[config.mk]
export PLATFORM = sky130hd
export DESIGN_NAME = unary_bsg_array
export DESIGN_NICKNAME = d
export VERILOG_FILES = /design/src/rtl/unary_bsg_array.sv
export SDC_FILE = /design/constraint.sdc
export NUM_CORES = 1
export LEC_CHECK = 0
export ABC_AREA = 1
export ABC_CLOCK_PERIOD_IN_PS = 41900
export CAP_MARGIN = 20
export CORE_AREA = 2 2 267 269
export CTS_BUF_LIST = sky130_fd_sc_hd__clkbuf_16
export CTS_CLUSTER_SIZE = 30
export DETAILED_ROUTE_END_ITERATION = 10
export DIE_AREA = 0 0 269 271
export HOLD_SLACK_MARGIN = 0.06
export SETUP_SLACK_MARGIN = 0.2
export SLEW_MARGIN = 20
export SYNTH_ARGS = -nofsm -noshare
export SYNTH_HDL_FRONTEND = slang
export SYNTH_SLANG_ARGS = --single-unit
[constraint.sdc]
create_clock -name clk -period 41.9 [get_ports clk]
set_input_delay 12.57 -clock clk [delete_from_list [all_inputs] [get_ports clk]]
set_output_delay 12.57 -clock clk [all_outputs]
set_load 0.02 [all_outputs]
[src/rtl/unary_bsg_array.sv]
// Unary bitstream generator array.
// Accepts one vector of NUM unsigned operands per transaction. For run_len cycles it compares
// each operand against its lane's shared RNG value and emits one unary bit per lane per cycle.
// The RNG array is enabled only while a bit is actually being produced, so back-pressure
// freezes the RNG and no values are skipped.
//
// Ports:
//   clk, rst    clock, asynchronous active-high reset
//   in_valid    operand vector valid
//   in_ready    block can accept an operand vector (IDLE)
//   in_data     NUM x RWID operands, lane i at [i*RWID +: RWID]
//   run_len     stream length in cycles, sampled with in_data
//   rng_in      NUM x RWID per-lane RNG values
//   rng_en      advance enable to the RNG array
//   out_stall   downstream back-pressure
//   bs_out      unary bit per lane (registered)
//   bs_valid    bs_out holds a new bit
//   done        one-cycle pulse, coincident with the final bit
module unary_bsg_array #(
  parameter int unsigned RWID = 10,
  parameter int unsigned NUM  = 32,
  parameter int unsigned LWID = RWID + 1
) (
  input  logic                clk,
  input  logic                rst,
  input  logic                in_valid,
  output logic                in_ready,
  input  logic [NUM*RWID-1:0] in_data,
  input  logic [LWID-1:0]     run_len,
  input  logic [NUM*RWID-1:0] rng_in,
  output logic                rng_en,
  input  logic                out_stall,
  output logic [NUM-1:0]      bs_out,
  output logic                bs_valid,
  output logic                done
);

  typedef enum logic [1:0] {StIdle, StRun, StDone} state_e;

  state_e              state_q, state_d;
  logic [NUM*RWID-1:0] src_q;
  logic [LWID-1:0]     cnt_q;
  logic [NUM-1:0]      bs_out_q;
  logic                bs_valid_q;
  logic [NUM-1:0]      cmp;
  logic                step;

  // Per-lane strict unsigned compare; 2^RWID-1 is the largest representable value, so 1.0
  // can never be encoded.
  always_comb begin
    cmp = '0;
    for (int unsigned i = 0; i < NUM; i++) begin
      cmp[i] = src_q[i*RWID +: RWID] > rng_in[i*RWID +: RWID];
    end
  end

  // A bit is produced on every unstalled RUN cycle.
  assign step = (state_q == StRun) && !out_stall;

  // State register
  always_ff @(posedge clk or posedge rst) begin
    if (rst) begin
      state_q <= StIdle;
    end else begin
      state_q <= state_d;
    end
  end

  // Next-state logic
  always_comb begin
    state_d = state_q;
    case (state_q)
      StIdle: begin
        if (in_valid) begin
          state_d = (run_len == '0) ? StDone : StRun;
        end
      end
      StRun: begin
        if (step && (cnt_q == LWID'(1))) begin
          state_d = StDone;
        end
      end
      StDone:  state_d = StIdle;
      default: state_d = StIdle;
    endcase
  end

  // Outputs
  always_comb begin
    in_ready = (state_q == StIdle);
    rng_en   = step;
    done     = (state_q == StDone);
    bs_out   = bs_out_q;
    bs_valid = bs_valid_q;
  end

  // Datapath: operand capture, remaining-bit counter and registered bitstream.
  always_ff @(posedge clk or posedge rst) begin
    if (rst) begin
      src_q      <= '0;
      cnt_q      <= '0;
      bs_out_q   <= '0;
      bs_valid_q <= 1'b0;
    end else begin
      // bs_valid is a one-cycle flag for each freshly produced bit; bs_out holds otherwise.
      bs_valid_q <= 1'b0;
      case (state_q)
        StIdle: begin
          if (in_valid) begin
            src_q <= in_data;
            cnt_q <= run_len;
          end
        end
        StRun: begin
          if (step) begin
            bs_out_q   <= cmp;
            bs_valid_q <= 1'b1;
            cnt_q      <= cnt_q - LWID'(1);
          end
        end
        default: ;
      endcase
    end
  end

endmodule

==> results.tsv, run 1 <==
stage	metric	value	unit
place	PortBufs	690	
synthesis	multiplexer share of the synthesized area	0	
timing	# setup viols final	0	
timing	Peak Freq	0.03729	GHz
routing	DR vias	20720	
synthesis	Avg Cell Area, Syn	7.546	sq um
global_route	GRT Resource Usage Total	0.2067	
synthesis	Synth area leaders	dfrtp_1 40%, nand2_1 22%, ha_1 18%	
synthesis	FF+latch count, synth	366	
clock_tree	CTS-repair resized insts	0	
finish	nets	4663	
clock_tree	H-tree depth	2	
place	Inst Count DP	4577	
critical_path	CP peak stage delay	0.71	ns
timing	Worst slew margin	0.3874	
synthesis	count leader, synth	nand2_1	
job	maxcap violations	0	
routing	DR iter-0 viols	1036	
timing	worst slew pin tran	0.9190	ns
timing	fin crit share	0.6400	
timing	PnR worst setup slack	15.08	ns
clock_tree	CTS tree	done	
critical_path	Worst Path Arrival	14.25	ns
timing	Layout Skew	0.02033	ns
run_status	status	complete, no violations	
synthesis	Yosys top cell area share	0.4026	
clock_tree	Num CTS Buffers	46	
routing	ANT nets after route	0	
synthesis	area fraction in compound gates after synthesis	0.04757	
synthesis	Post-Synth Simple-Gate Area	0.2786	
min_path	hold crit path type	flip-flop to flip-flop	
synthesis	number of synthesized flops with an enable pin	0	
floorplanning	Die Span X	269	um
synthesis	synth cell count leaders	1326 x nand2_1, 446 x inv_1, 366 x dfrtp_1	
place	Post-DP Area	30490	sq um
routing	met3 WL	6.883	mm
power_and_ir_drop	LEAKAGE	0.01749	uW
synthesis	Warnings, synthesis	0	
timing	RSZ-0062 raised after global routing	no	
timing	Final Max Slew Viols	0	
synthesis	sequential-to-total area share from yosys stat	0.4026	
global_route	grt ovf	0	
synthesis	combinational family with the most area after synthesis	simple AND/OR/NAND/NOR gates	
floorplanning	Die Area	72900	sq um
global_route	number of global-route vias before repair	20520	
critical_path	worst endpoint required time	29.33	ns
power_and_ir_drop	pwr dens	54.07	nW/um^2
clock_tree	CTS root buffer	clkbuf_16	
synthesis	Yosys cell types	26	
critical_path	Critical Path, Cell by Cell	clkdlybuf4s50_1, nor2_8, clkdlybuf4s50_1	
routing	WL met1	30.11	mm
critical_path	CP Buf/Inv Count	2	
place	DP HPWL	58.97	mm
critical_path	Most Frequent Cell on Critical Path	clkdlybuf4s50_1	
synthesis	Syn Inst Count	3015	
floorplanning	Starting Density	0.3260	
routing	DRT Pass-1 Iters	5	
clock_tree	latest clock arrival within the worst-skew pair	0.58	ns
synthesis	xor/xnor share of the synthesized area	0	
clock_tree	# Post-CTS Setup Buffers	0	
global_route	initial antenna violation count	37	
critical_path	dominant delay contributor by cell family on the critical path	buffers and inverters	
power_and_ir_drop	Peak VDD IR	0.02960	mV
timing	TNS Setup	0	ns
routing	Top Layer Used	met5	
synthesis	Most used DFF post-synth	dfrtp_1	
floorplanning	row count	97	
critical_path	Setup CP Type	primary input to output port	
clock_tree	Worst-path clk slew	0.06	ns
timing	Hold Worst Slack	0.4749	ns
finish	fin cells	4674	
place	Final Wtd Congestion	0.9009	
routing	met2 wire length	37.82	mm
critical_path	Startpoint Class	primary input	
synthesis	adder-cell share of the synthesized area	0.1771	
clock_tree	Clock Tree Buf Depth	3	
floorplanning	core area	69790	sq um
finish	layout cells sized above 1	0.02257	
critical_path	slowest cell on the critical path	clkdlybuf4s50_1	
synthesis	asr flop ratio synth	1.000	
routing	Vias per Instance	4.432	
floorplanning	I/O pins	691	
synthesis	net count after synthesis	3992	
routing	drt total wl	76.75	mm
synthesis	Cell Area, Synth	22750	sq um
critical_path	Critical Path End Type	output port	
floorplanning	die height	271	um
global_route	largest net degree at the start of global routing	134	
timing	Fin. Hold Viols	0	
routing	DR DRC count	0	
finish	post-route cell area	31910	sq um
clock_tree	hold buffers post-CTS	0	
critical_path	Crit Path Max Fanout	19	
timing	Period minus WS final	26.82	ns
clock_tree	Sink Count	366	
place	dpl ws	15.03	ns
global_route	first-pass GRT wire length	115.7	mm
finish	Area Overhead vs Synth	40.26	%
synthesis	top cell type by total area after synthesis	dfrtp_1	
routing	WL/cell	16.42	um
finish	fillers	7058	
-- sequential cells by signal, indices dropped and copies added, names as in the netlist --
name and flops:
cnt_q 11, src_q 320, bs_out 32, state_q 2, bs_valid 1
-- tightest hold or removal path: cells and delay by family (launching register included) --
family	cells	cell delay (ns)
and+or+nand+nor	2	0.10
DFF	1	0.34
-- cells by family (layout without fill, tap and decap cells) --
group / after synthesis / in the layout
other cells: 0 / 12
fa+ha+maj: 322 / 322
compound gates: 182 / 182
simple gates: 1617 / 1617
buf+inv: 528 / 1235
flops: 366 / 366
-- stage by stage --
step	total power, uW	utilization
global route	1903	0.4570
CTS	1751	0.4564
detailed placement	1367	0.4369
finish	1725	0.4572
global placement	1349	0.4369
floorplan	1120	-
-- placed cells by master, fill, tap and decap left out, types with 6 or more instances in the layout --
cell type / instances
nor2_1: 148
clkinv_1: 18
clkbuf_16: 46
ha_1: 322
inv_1: 450
o21ai_0: 38
o211ai_1: 6
nand4_1: 38
buf_4: 12
dfrtp_1: 366
clkdlybuf4s50_1: 690
a21o_1: 32
nand3_1: 97
a21oi_1: 73
nand2_1: 1326
diode_2: 12
o21bai_1: 28
clkinv_2: 8
-- power breakdown --
part	total (uW)	internal, uW	switching, uW
logic	740	320	421
clock network	371	205	165
registers	615	519	95.1
total	1730	1040	681
-- cell type report --
cell class,count,area [sq um],share of cell area
Sequential cell,366,9159,0.2870
Clock inverter,38,214.0,0.006705
Timing Repair Buffer,703,7024,0.2201
Inverter,448,1697,0.05317
Tap cell,940,1176,0.03686
Multi-Input combinational cell,2121,11460,0.3591
Antenna cell,12,30.03,0.0009411
Clock buffer,46,1151,0.03607
-- path summary, 6_finish.rpt --
kind / start / end / slack, ns / cells after the start
setup / recovery: out_stall / rng_en / 15.08 / 3
min in group asynchronous: rst / src_q[122] / 12.54 / 2
setup reg to reg: state_q[0] / cnt_q[8] / 38.76 / 8
hold / removal: bs_out[17] / bs_out[17] / 0.47 / 2
max in group asynchronous: rst / src_q[298] / 26.63 / 6
hold reg to reg: bs_out[17] / bs_out[17] / 0.47 / 2
-- routing by layer --
layer | vias up | GRT usage
met1 | 9337 | 0.2340
met5 | - | 0
met3 | 131 | 0.07300
met2 | 531 | 0.3666
met4 | 46 | 0.05175
li1 | 10670 | -
Note: power is estimated with default switching activity, not from simulation.
==> run 2, diff against run 1 <==
ABC_CLOCK_PERIOD_IN_PS = 23700   (was 41900)
clock period = 23.7 ns   (was 41.9 ns; I/O delays follow)
==> run 2 against run 1 <==
Sequential cell count is the same; clock skew grew 0.0035 ns; die area is the same; worst setup slack lost 6.9 ns; highest routed layer unchanged.
==> results.tsv, run 2 (synthesis results as in run 1) <==
stage	metric	value	unit	change
critical_path	worst endpoint required time	16.59	ns	-12.74 ns
timing	RSZ-0062 raised after global routing	no		
clock_tree	# Post-CTS Setup Buffers	0		unchanged
global_route	initial antenna violation count	53		+43%
critical_path	Critical Path, Cell by Cell	clkdlybuf4s50_1, nor2_8, clkdlybuf4s50_1		
timing	worst slew pin tran	0.9946	ns	+0.07565 ns
power_and_ir_drop	pwr dens	95.93	nW/um^2	+77%
run_status	status	complete, no violations		
clock_tree	hold buffers post-CTS	0		unchanged
finish	commonest non-fill, non-tap cell in the layout	nand2_1		
finish	commonest non-fill, non-tap cells in the layout	1326 x nand2_1, 690 x clkdlybuf4s50_1, 453 x inv_1, 366 x dfrtp_1, 322 x ha_1		
place	Final Wtd Congestion	0.8976		-0.37%
floorplanning	Die Area	72900	sq um	unchanged
floorplanning	Die Span X	269	um	unchanged
power_and_ir_drop	Peak VDD IR	0.05088	mV	+72%
timing	TNS Setup	0	ns	unchanged
min_path	hold crit path type	flip-flop to flip-flop		
timing	# setup viols final	0		unchanged
finish	Largest register FFs	320		unchanged
routing	ANT nets after route	0		unchanged
clock_tree	CTS tree	done		
clock_tree	Sink Count	366		unchanged
finish	layout cells sized above 1	0.02259		+0.00002428
job	maxcap violations	0		unchanged
clock_tree	latest clock arrival within the worst-skew pair	0.59	ns	about the same
routing	DRT Pass-1 Iters	4		-1
timing	fin crit share	0.6543		
critical_path	Worst Path Arrival	8.40	ns	-5.85 ns
power_and_ir_drop	LEAKAGE	0.01750	uW	about the same
routing	WL/cell	16.46	um	+0.24%
routing	drt total wl	77.10	mm	+0.45%
routing	DR vias	20680		-0.19%
critical_path	Startpoint Class	primary input		
floorplanning	I/O pins	691		unchanged
finish	nets	4661		-0.043%
critical_path	Setup CP Type	primary input to output port		
global_route	first-pass GRT wire length	114.3	mm	-1.2%
clock_tree	CTS root buffer	clkbuf_16		
global_route	largest net degree at the start of global routing	202		+51%
global_route	number of global-route vias before repair	20270		-1.2%
global_route	grt ovf	0		unchanged
timing	Peak Freq	0.06448	GHz	
floorplanning	Starting Density	0.3260		unchanged
finish	Largest Register	src_q		
critical_path	slowest cell on the critical path	clkdlybuf4s50_1		
finish	Area Overhead vs Synth	40.42	%	
critical_path	CP Buf/Inv Count	2		unchanged
timing	Fin. Hold Viols	0		unchanged
place	DP HPWL	58.51	mm	-0.78%
routing	Vias per Instance	4.414		-0.40%
floorplanning	row count	97		unchanged
routing	DR iter-0 viols	812		-22%
place	PortBufs	690		unchanged
clock_tree	H-tree depth	2		unchanged
timing	Final Max Slew Viols	0		unchanged
routing	DR DRC count	0		unchanged
floorplanning	die height	271	um	unchanged
critical_path	dominant delay contributor by cell family on the critical path	buffers and inverters		
clock_tree	CTS-repair resized insts	0		unchanged
timing	Worst slew margin	0.3369		-0.05043
clock_tree	Num CTS Buffers	47		+2.2%
critical_path	Critical Path End Type	output port		
clock_tree	Clock Tree Buf Depth	3		unchanged
critical_path	Crit Path Max Fanout	5		-14
critical_path	CP peak stage delay	0.61	ns	-0.10 ns
power_and_ir_drop	Pwr Total	3065	uW	+78%
timing	Layout Skew	0.02385	ns	+0.003525 ns
timing	Period minus WS final	15.51	ns	
floorplanning	core area	69790	sq um	unchanged
critical_path	Most Frequent Cell on Critical Path	clkdlybuf4s50_1		
clock_tree	Worst-path clk slew	0.05	ns	about the same
global_route	GRT Resource Usage Total	0.2057		-0.001006
-- run 2: routing by layer --
metal | track usage | vias up | part of all wire
li1 | - | 10670 | -
met2 | 0.3516 | 539 | 0.48
met5 | 0 | - | 0.0042
met1 | 0.2274 | 9235 | 0.39
met3 | 0.07773 | 181 | 0.091
met4 | 0.08567 | 48 | 0.036
-- run 2: through the flow --
| step | hold WS, ns | instance area [sq um] | worst slack, ns | utilization | std cells |
|---|---|---|---|---|---|
| final | 0.4741 | 31950 | 8.192 | 0.4578 | 4684 |
| after global routing | 0.4912 | 31930 | 8.161 | 0.4576 | 4679 |
| after CTS | 0.4807 | 31880 | 8.184 | 0.4569 | 4658 |
| after detailed placement | 0.4644 | 30480 | 8.185 | 0.4368 | 4575 |
| after global placement | 0.4605 | 30480 | 8.201 | 0.4368 | 4575 |
| after floorplan | 0.4488 | 22750 | 6.430 | - | 3015 |
-- run 2: worst paths after layout --
path,start,endpoint,slack [ns],depth (start not counted)
max in group asynchronous,rst,src_q[296],14.26,4
max reg2reg,state_q[0],cnt_q[7],20.41,8
min in group asynchronous,rst,src_q[127],7.12,2
max,out_stall,rng_en,8.19,3
min,bs_out[13],bs_out[13],0.47,2
min reg2reg,bs_out[13],bs_out[13],0.47,2
-- run 2: where the power goes --
part	internal, uW	total [uW]	leakage [uW]	switching (uW)
logic	565	1310	0.0122	743
clock network	376	668	0.000720	293
registers	919	1090	0.00455	170
total	1860	3060	0.0175	1210
-- run 2: worst register-to-register path, cell delays in order, from the launching register on --
cell     delay (ns)
dfrtp_1        0.44
nor2_4         0.23
nand2_8        0.36
inv_8          0.79
buf_12         0.73
nor2_4         0.33
a21oi_2        0.17
o21ai_0        0.10
nand2_1        0.07
-- run 2: area by class of cell --
class / count / area [sq um]
antenna: 26 / 65.06
clock buffer: 48 / 1201
clock inverter: 35 / 196.4
fill: 7001 / 37840
inverter: 448 / 1697
multi-input combinational: 2121 / 11460
sequential: 366 / 9159
tap: 940 / 1176
timing repair buffer: 700 / 6994
